File: src/rtl/updown_pkg.sv
// Shared types and defaults for the up/down count run-control block.
package updown_pkg;

    localparam int WIDTH_DEF    = 4;
    localparam int PRESCALE_DEF = 100000000;

    localparam logic DIR_UP   = 1'b1;
    localparam logic DIR_DOWN = 1'b0;

    typedef enum logic [1:0] {
        IDLE = 2'd0,
        RUN  = 2'd1,
        HOLD = 2'd2
    } state_t;

endpackage

File: src/rtl/tick_prescaler.sv
// Clock-enable prescaler: one-cycle tick every PRESCALE enabled cycles.
module tick_prescaler #(
    parameter int PRESCALE = 100000000
) (
    input  logic clk,
    input  logic rst_n,
    input  logic en,
    output logic tick
);

    localparam int CW = (PRESCALE > 2) ? $clog2(PRESCALE) : 1;
    localparam logic [CW-1:0] LAST = CW'(PRESCALE - 1);

    logic [CW-1:0] r_cnt;
    logic          w_last;

    assign w_last = (r_cnt == LAST);
    assign tick   = en & w_last;

    always_ff @(posedge clk or negedge rst_n) begin
        if (!rst_n) begin
            r_cnt <= '0;
        end else if (!en || w_last) begin
            r_cnt <= '0;
        end else begin
            r_cnt <= r_cnt + CW'(1);
        end
    end

endmodule

File: src/rtl/updown_count_ctrl.sv
// Run-control sequencer owning the windowed up/down count register.
module updown_count_ctrl
    import updown_pkg::*;
#(
    parameter int WIDTH    = WIDTH_DEF,
    parameter int PRESCALE = PRESCALE_DEF
) (
    input  logic             clk,
    input  logic             rst_n,
    input  logic             start,
    input  logic             stop,
    input  logic             dir_in,
    input  logic             bounce_en,
    input  logic [WIDTH-1:0] lo_lim,
    input  logic [WIDTH-1:0] hi_lim,
    input  logic             load,
    input  logic [WIDTH-1:0] load_val,
    output logic [WIDTH-1:0] cnt,
    output logic             dir_out,
    output logic             busy,
    output logic             edge_pulse,
    output logic             cfg_err
);

    state_t           r_state;
    logic [WIDTH-1:0] r_cnt;
    logic             r_dir;
    logic             r_busy;
    logic             r_edge;
    logic             r_cfg_err;

    logic             w_run;
    logic             w_tick;
    logic             w_go;
    logic             w_out_win;
    logic             w_flat;
    logic [WIDTH-1:0] w_nxt_cnt;
    logic             w_nxt_dir;
    logic             w_nxt_edge;

    assign w_run = (r_state == RUN);
    assign w_go  = start & ~stop;

    tick_prescaler #(
        .PRESCALE(PRESCALE)
    ) u_presc (
        .clk  (clk),
        .rst_n(rst_n),
        .en   (w_run),
        .tick (w_tick)
    );

    assign w_out_win = (r_cnt < lo_lim) || (r_cnt > hi_lim);
    assign w_flat    = (lo_lim == hi_lim);

    // Edges are checked before stepping, so the count never leaves the window.
    always_comb begin
        w_nxt_cnt  = r_cnt;
        w_nxt_dir  = r_dir;
        w_nxt_edge = 1'b0;
        if (w_out_win) begin
            w_nxt_cnt = (r_dir == DIR_UP) ? lo_lim : hi_lim;
        end else if (r_dir == DIR_UP) begin
            if (r_cnt != hi_lim) begin
                w_nxt_cnt = r_cnt + WIDTH'(1);
            end else if (bounce_en) begin
                w_nxt_dir  = DIR_DOWN;
                w_nxt_cnt  = w_flat ? hi_lim : hi_lim - WIDTH'(1);
                w_nxt_edge = 1'b1;
            end else begin
                w_nxt_cnt  = lo_lim;
                w_nxt_edge = 1'b1;
            end
        end else begin
            if (r_cnt != lo_lim) begin
                w_nxt_cnt = r_cnt - WIDTH'(1);
            end else if (bounce_en) begin
                w_nxt_dir  = DIR_UP;
                w_nxt_cnt  = w_flat ? lo_lim : lo_lim + WIDTH'(1);
                w_nxt_edge = 1'b1;
            end else begin
                w_nxt_cnt  = hi_lim;
                w_nxt_edge = 1'b1;
            end
        end
    end

    always_ff @(posedge clk or negedge rst_n) begin
        if (!rst_n) begin
            r_state   <= IDLE;
            r_cnt     <= '0;
            r_dir     <= DIR_UP;
            r_busy    <= 1'b0;
            r_edge    <= 1'b0;
            r_cfg_err <= 1'b0;
        end else begin
            r_cfg_err <= (lo_lim > hi_lim);
            r_edge    <= 1'b0;

            case (r_state)
                IDLE: begin
                    if (w_go) begin
                        r_state <= RUN;
                        r_busy  <= 1'b1;
                        r_dir   <= dir_in;
                    end
                end
                RUN: begin
                    if (stop) begin
                        r_state <= HOLD;
                        r_busy  <= 1'b0;
                    end
                end
                HOLD: begin
                    if (w_go) begin
                        r_state <= RUN;
                        r_busy  <= 1'b1;
                    end
                end
                default: begin
                    r_state <= IDLE;
                    r_busy  <= 1'b0;
                end
            endcase

            // A load pre-empts any step landing on the same cycle.
            if (load) begin
                r_cnt <= load_val;
            end else if (w_tick && !r_cfg_err) begin
                r_cnt  <= w_nxt_cnt;
                r_dir  <= w_nxt_dir;
                r_edge <= w_nxt_edge;
            end
        end
    end

    assign cnt        = r_cnt;
    assign dir_out    = r_dir;
    assign busy       = r_busy;
    assign edge_pulse = r_edge;
    assign cfg_err    = r_cfg_err;

endmodule

File: config.mk
export PLATFORM = sky130hd
export DESIGN_NAME = updown_count_ctrl
export DESIGN_NICKNAME = d
export VERILOG_FILES = /design/src/rtl/updown_pkg.sv /design/src/rtl/tick_prescaler.sv /design/src/rtl/updown_count_ctrl.sv
export SDC_FILE = /design/constraint.sdc
export NUM_CORES = 1
export LEC_CHECK = 0
export CAP_MARGIN = 15
export CORE_MARGIN = 2
export CORE_UTILIZATION = 45
export CTS_CLUSTER_DIAMETER = 150
export DETAILED_ROUTE_END_ITERATION = 16
export PLACE_DENSITY = 0.65
export SLEW_MARGIN = 20
export SYNTH_ARGS = -nofsm -noshare
export SYNTH_HDL_FRONTEND = slang
export SYNTH_HIERARCHICAL = 1
export SYNTH_SLANG_ARGS = --single-unit
File: constraint.sdc
create_clock -name clk -period 9.7 [get_ports clk]
set_clock_uncertainty 0.2 [all_clocks]
set_input_delay 1.94 -clock clk [delete_from_list [all_inputs] [get_ports clk]]
set_output_delay 1.94 -clock clk [all_outputs]
set_load 0.01 [all_outputs]
Word-level counts from Yosys, hierarchy flattened
Cells that the tools add are included.
- input port bits: 19
- flip-flop bits (word level): 37
- output and inout bits: 8
- reductions and logical operators: 9
- equality and inequality tests: 9
- order comparisons: 3
- add/sub/neg operators: 5
- mux-type cells: 34
- bitwise operators: 3
- operators with widths (kind ; number):
    $mux W4 ; 11
    $add A27 B1 Y27 const B ; 1
    $eq A27 B27 Y1 const B ; 1
    $mux W27 ; 1
    $mux W1 ; 18
    $add A4 B1 Y4 const B ; 2
    $gt A4 B4 Y1 ; 2
    $ne A4 B4 Y1 ; 2
    $sub A4 B1 Y4 const B ; 2
    $eq A4 B4 Y1 ; 1
    $lt A4 B4 Y1 ; 1
    $mux W2 ; 2
    $pmux W2 S2 ; 1
    $ne A3 B3 Y1 const B ; 1
    $and A1 B1 Y1 ; 2
    $eq A2 B1 Y1 const B ; 1
    $eq A2 B2 Y1 const B ; 1
    $logic_not A1 Y1 ; 2
    $logic_not A2 Y1 ; 1
    $logic_or A1 B1 Y1 ; 2
    $ne A2 B1 Y1 const B ; 1
    $ne A2 B2 Y1 const B ; 1
    $pmux W1 S2 ; 1
    $reduce_and A2 Y1 ; 1
    4 further kinds ; 4

Logic depth before layout (Yosys ltp)
- depth after elaboration: 8
- mapped depth: 12
- gate-level depth less buffers: 9

Cells and area by module
The synthesis kept the hierarchy.
- by module, submodules not included (module ; cells an instance ; times used ; area each (µm²)):
    tick_prescaler ; 171 ; 1 ; 1549.0
    updown_count_ctrl ; 156 ; 1 ; 1243.7

Least setup slack after synthesis
No wires, ideal clock.
- kind: input -> register
- start point: input hi_lim[1]
- end point: register r_cnt[3], in the netlist cnt[3]
- required time: 9.399 ns
- slack: 5.999 ns
- buffers on the path: 1
- cell stages on the path: 8
- arrival time: 3.400 ns
- path through: inv_1 -> ha_1 -> nor2b_1 -> o211ai_2 -> a21oi_2 -> or3_4 -> buf_6 -> o311ai_2
- word-level cells in the longest chain between the ends: 8
- ends and longest elaborated chain (what ; line ; source):
    start: declaration ; updown_count_ctrl.sv:15 ; input logic [WIDTH-1:0] hi_lim,
    $sub A4 B1 Y4 or $eq A4 B4 Y1 (tied branches) ; updown_count_ctrl.sv:68, updown_count_ctrl.sv:54 ;
    $mux W4, on equally long branches ; updown_count_ctrl.sv:68, updown_count_ctrl.sv:79 ;
    $mux W4, on equally long branches ; updown_count_ctrl.sv:66, updown_count_ctrl.sv:77 ;
    $mux W4, on equally long branches ; updown_count_ctrl.sv:64, updown_count_ctrl.sv:75 ;
    $mux W4 ; updown_count_ctrl.sv:63 ; end else if (r_dir == DIR_UP) begin
    $mux W4 (*) ; updown_count_ctrl.sv:61 ; if (w_out_win) begin
    $mux W4 (*) ; updown_count_ctrl.sv:129 ; end else if (w_tick && !r_cfg_err) begin
    $mux W4 (*) ; updown_count_ctrl.sv:127 ; if (load) begin
    end signal: assignment ; updown_count_ctrl.sv:128 ; r_cnt <= load_val;
    end signal: assignment ; updown_count_ctrl.sv:130 ; r_cnt <= w_nxt_cnt;
    end: declaration ; updown_count_ctrl.sv:26 ; logic [WIDTH-1:0] r_cnt;
Mark *: on every way between the ends. The rest lies on a longest branch, timed or not. The select of a mux whose other input is x is not followed.
A chain may end at the register's enable or synchronous reset.

Worst setup path in the final report
- start point: input hi_lim[1]
- end point: register r_dir, in the netlist dir_out
- word-level cells in the longest chain between the ends: 6
- ends and longest elaborated chain (what ; line ; source):
    $ne A4 B4 Y1 ; updown_count_ctrl.sv:64 ; if (r_cnt != hi_lim) begin
    $mux W1 ; updown_count_ctrl.sv:64 ;
    $mux W1 ; updown_count_ctrl.sv:63 ;
    $mux W1 ; updown_count_ctrl.sv:61 ;
    $mux W1 ; updown_count_ctrl.sv:129 ;
    $mux W1 ; updown_count_ctrl.sv:127 ;
    end signal: assignment ; updown_count_ctrl.sv:105 ; r_dir <= dir_in;
    end signal: assignment ; updown_count_ctrl.sv:131 ; r_dir <= w_nxt_dir;
    end: declaration ; updown_count_ctrl.sv:27 ; logic r_dir;
Several ways; a longest one is shown, not always the timed one. The select of a mux whose other input is x is not followed.

==> run summary <==
The flow ran to the end, and the final reports show no timing, DRC or antenna violations. Summing the areas of all compound-gate instances in the mapped netlist gives 17.43% of the synthesized area. The routed design has 6.754 mm of wire.

The remaining global-route overflow was 0; the worst vdd rail ir drop was 0.05784 mV. The clock period minus worst slack is 4.125 ns, and the path depth of the worst reg2reg path is 9. The class of the tightest hold or removal check was reg -> reg.

The worst hold path terminates at r_state[1]. The primary flip-flop cell chosen by synthesis mapping was sky130_fd_sc_hd__dfrtp_1. The tools report the final hold slack as 0.3151 ns. The clock passes through at most 2 buffers. After routing the design area is 3156 sq um.

The number of flops mapped to enable cells by yosys is 0. TritonCTS built the clock tree. Global routing consumed, over all layers together, 22.03% of the routing resources.

Die boundary height: 82.78 um. Clock sink count: 37. For the final count of negative-setup-slack endpoints, the log shows 0. For this design the ratio of total power to cell area is 117.2 nW/um^2. After detailed routing, the number of remaining DRC violations is 0. For the pin with the worst max-slew slack, the measured transition is 0.8273 ns. The share of Yosys cell area claimed by the top area cell type came out at 32.26%. The maximum clock frequency came out at 242.4 MHz.

In this run, synthesis produced a sequential element count of 37. By area, the combinational part of the netlist is dominated by simple AND/OR/NAND/NOR gates. Multiplexer cells account for 2.599% of the synthesized area. Max-cap violations in this run came to 0. The fraction of layout cells with a size suffix above 1 works out to 6.609%.

For the clock latency of the later-clocked register in the worst-skew pair, the log shows 0.29 ns. The sort of element at the start of the critical path is an input port. The floorplan has 28 rows. The post-DP HPWL came out at 4.952 mm.

STA puts the critical path data required time at 9.69 ns. The number of levels the H-tree was split into came out at 2. For the number of hold-slack violations in the final timing report, the log shows 0.

Final routed wire length divided by cell count: 15.97 um. The tools report the total power draw as 0.3697 mW. Buffers inserted during clock tree synthesis total 5. The smallest setup slack after layout was 5.575 ns; the post-synthesis to final-layout area growth was 12.99%. The horizontal die dimension was 82.78 um; the number of hold buffers added after cts was 0. The highest fanout seen on the critical path was 6.

The vias after detailed routing was 2596; the simple-gate share of the synthesized area was 29.79%. The run gives 423 as the final cell count without fillers. STA puts the critical path data arrival time at 4.12 ns. The count of nets left with antenna violations once routing finished came out at 0. The final layout contains 383 nets. After detailed routing, the number of vias per cell comes to 6.137.

In this run, the number of DRC markers left after iteration 0 of detailed routing was 134. For the initial core utilization, the log shows 46.89%. For the synthesis warning total, the log shows 6. The post-route core utilization is 52.98%. By startpoint and endpoint, the worst setup path is classified as in -> reg. The slack of the worst reg-to-reg path was 6.38 ns. The number of nets produced by synthesis is 363. Setup repair after global routing left no endpoint under its margin. In this run the count of I/O pins placed on the die edge is 27. Post-CTS repair changed the size of 0 cells.

The die covers 6852 sq um. Post-CTS timing repair inserted 0 buffers for setup. The tools report the proportion of synthesized chip area in sequential cells as 33.20%. The congestion estimate from routability-driven global placement came to 0.9506.

The worst setup slack after placement was 5.307 ns. CTS placed an instance of sky130_fd_sc_hd__clkbuf_8 at the clock tree root. Adding up every negative setup slack in the final design gives 0 ns. By area the synthesized netlist is led by sky130_fd_sc_hd__dfrtp_1, sky130_fd_sc_hd__ha_1, sky130_fd_sc_hd__nand3_1. In the synthesized netlist, the number of instances is 327. The number of iterations in the first detailed-routing pass is 4. Kind of end point of the critical path: a register. In this run the cell area measured after placement is 3073 sq um. The mapped netlist covers 2793 sq um. Buffers placed on the I/O ports in this run total 26. Headroom to the max-slew limit came out at 44.85%.

The first global-routing pass estimated 11.56 mm of wire. The instance count along the most critical hold path is 1, and the largest net degree at the start of global routing is 38. Of the total synthesized cell area, the portion taken by full adders, half adders and majority gates is 7.616%.

In this run the critical register-to-register path is captured at dir_out. The mean instance size in the synthesized netlist was 8.540 sq um. The fraction of registers with async set/reset was 100.0%. The tools report the worst min-delay path startpoint as r_state[0]. The tools report the number of antenna diodes as 0. The number of different library cells used by synthesis comes to 55. The initial antenna violation count came out at 0. Counting tap cells, the placed design contains a total of 415 instances.

The largest total area in the synthesized netlist belongs to sky130_fd_sc_hd__dfrtp_1. For the final count of pins violating max slew, the log shows 0. Clock-pin slew was measured on the worst setup and hold paths at 0.08 ns.

After layout, the worst path uses 42.53% of the clock period. Number of global-route vias before repair: 2392. The startpoint identified for the worst register-to-register timing path is u_presc/r_cnt[0].

After Yosys synthesis, XOR and XNOR cells account for 4.077% of the synthesized area. The floorplan step defined a core boundary enclosing 5956 sq um. The analysis attributes to cell leakage a power of 1.238 nW.
## metal layers
metal / wire, um / share of wire, % / GRT usage [%]
met1: 3159 / 47 / 29.78
met2: 3101 / 46 / 34.92
met3: 297 / 4.4 / 3.355
met4: 195 / 2.9 / 9.672
met5: 0 / 0 / 0
## worst max-delay path by stage
stage,slack [ns],end,start
floorplan,6.00,cnt[3],hi_lim[1]
global placement,5.28,dir_out,hi_lim[1]
detailed placement,5.31,cnt[3],hi_lim[1]
CTS,5.62,dir_out,hi_lim[1]
global route,5.49,dir_out,hi_lim[1]
finish,5.57,dir_out,hi_lim[1]
## flip-flops by register name, indices dropped and copies added, names as in the netlist
name and flops:
u_presc/r_cnt 27, cnt 4, r_state 2, busy 1
cfg_err 1, dir_out 1, edge_pulse 1
## logic make-up after synthesis
group	count (synthesis)
compound gates	72
xor+xnor	13
fa+ha+maj	17
buf+inv	32
flops	37
mux	7
simple gates	149
## layout make-up
type	instances	area, sq um
clock inverters	2	10.01
multi-input cells	258	1718
repair buffers	28	270.3
fillers	578	2800
well taps	75	93.84
flip-flops and latches	37	927.1
inverters	17	63.81
clock buffers	6	72.57
## power breakdown
part           total, mW  switching (mW)  leakage (nW)  internal, mW
sequential         0.175          0.0136         0.498         0.161
clock              0.106          0.0565        0.0450        0.0498
combinational     0.0887          0.0471         0.694        0.0417
total              0.370           0.117          1.24         0.253
## synthesized netlist by cell type, types with 2 or more instances
cell	n
sky130_fd_sc_hd__a31oi_1	4
sky130_fd_sc_hd__buf_2	3
sky130_fd_sc_hd__nand3_1	25
sky130_fd_sc_hd__ha_1	17
sky130_fd_sc_hd__mux2i_1	5
sky130_fd_sc_hd__and4_1	6
sky130_fd_sc_hd__clkbuf_1	8
sky130_fd_sc_hd__o311ai_0	3
sky130_fd_sc_hd__o221ai_1	7
sky130_fd_sc_hd__nand4_2	2
sky130_fd_sc_hd__nor2_1	26
sky130_fd_sc_hd__nor2b_1	4
sky130_fd_sc_hd__xnor2_1	4
sky130_fd_sc_hd__o211ai_1	2
sky130_fd_sc_hd__nor3_1	5
sky130_fd_sc_hd__o21ai_0	17
sky130_fd_sc_hd__nand2_1	31
sky130_fd_sc_hd__nand2b_1	4
sky130_fd_sc_hd__mux2_1	2
sky130_fd_sc_hd__xor2_1	9
sky130_fd_sc_hd__o31ai_1	4
sky130_fd_sc_hd__or3_1	5
sky130_fd_sc_hd__nor3b_1	3
sky130_fd_sc_hd__nand4_1	9
sky130_fd_sc_hd__and3_1	4
sky130_fd_sc_hd__buf_4	2
sky130_fd_sc_hd__o2111ai_1	3
sky130_fd_sc_hd__o311ai_1	2
sky130_fd_sc_hd__inv_1	17
sky130_fd_sc_hd__dfrtp_1	36
sky130_fd_sc_hd__or4_1	11
sky130_fd_sc_hd__a21oi_1	21
sky130_fd_sc_hd__nor4_1	4
## worst max-delay path, stage by stage
cell	delay (ns)
sky130_fd_sc_hd__clkdlybuf4s50_1	0.56
sky130_fd_sc_hd__inv_1	0.14
sky130_fd_sc_hd__ha_1	0.35
sky130_fd_sc_hd__nor2b_1	0.15
sky130_fd_sc_hd__o211ai_2	0.15
sky130_fd_sc_hd__a21oi_2	0.09
sky130_fd_sc_hd__or3_4	0.44
sky130_fd_sc_hd__o311ai_1	0.30
## placed cells by master, fill, tap and decap left out, types with 5 or more instances in the layout
cell type	n
sky130_fd_sc_hd__xor2_1	9
sky130_fd_sc_hd__nand4_1	9
sky130_fd_sc_hd__nor2_1	26
sky130_fd_sc_hd__o221ai_1	7
sky130_fd_sc_hd__and4_1	6
sky130_fd_sc_hd__inv_1	17
sky130_fd_sc_hd__mux2i_1	5
sky130_fd_sc_hd__or3_1	5
sky130_fd_sc_hd__nand3_1	25
sky130_fd_sc_hd__o21ai_0	17
sky130_fd_sc_hd__or4_1	11
sky130_fd_sc_hd__nand2_1	31
sky130_fd_sc_hd__nor3_1	5
sky130_fd_sc_hd__clkbuf_8	5
sky130_fd_sc_hd__a21oi_1	21
sky130_fd_sc_hd__ha_1	17
sky130_fd_sc_hd__dfrtp_1	36
sky130_fd_sc_hd__clkdlybuf4s50_1	25
(Power assumes the default switching activity.)
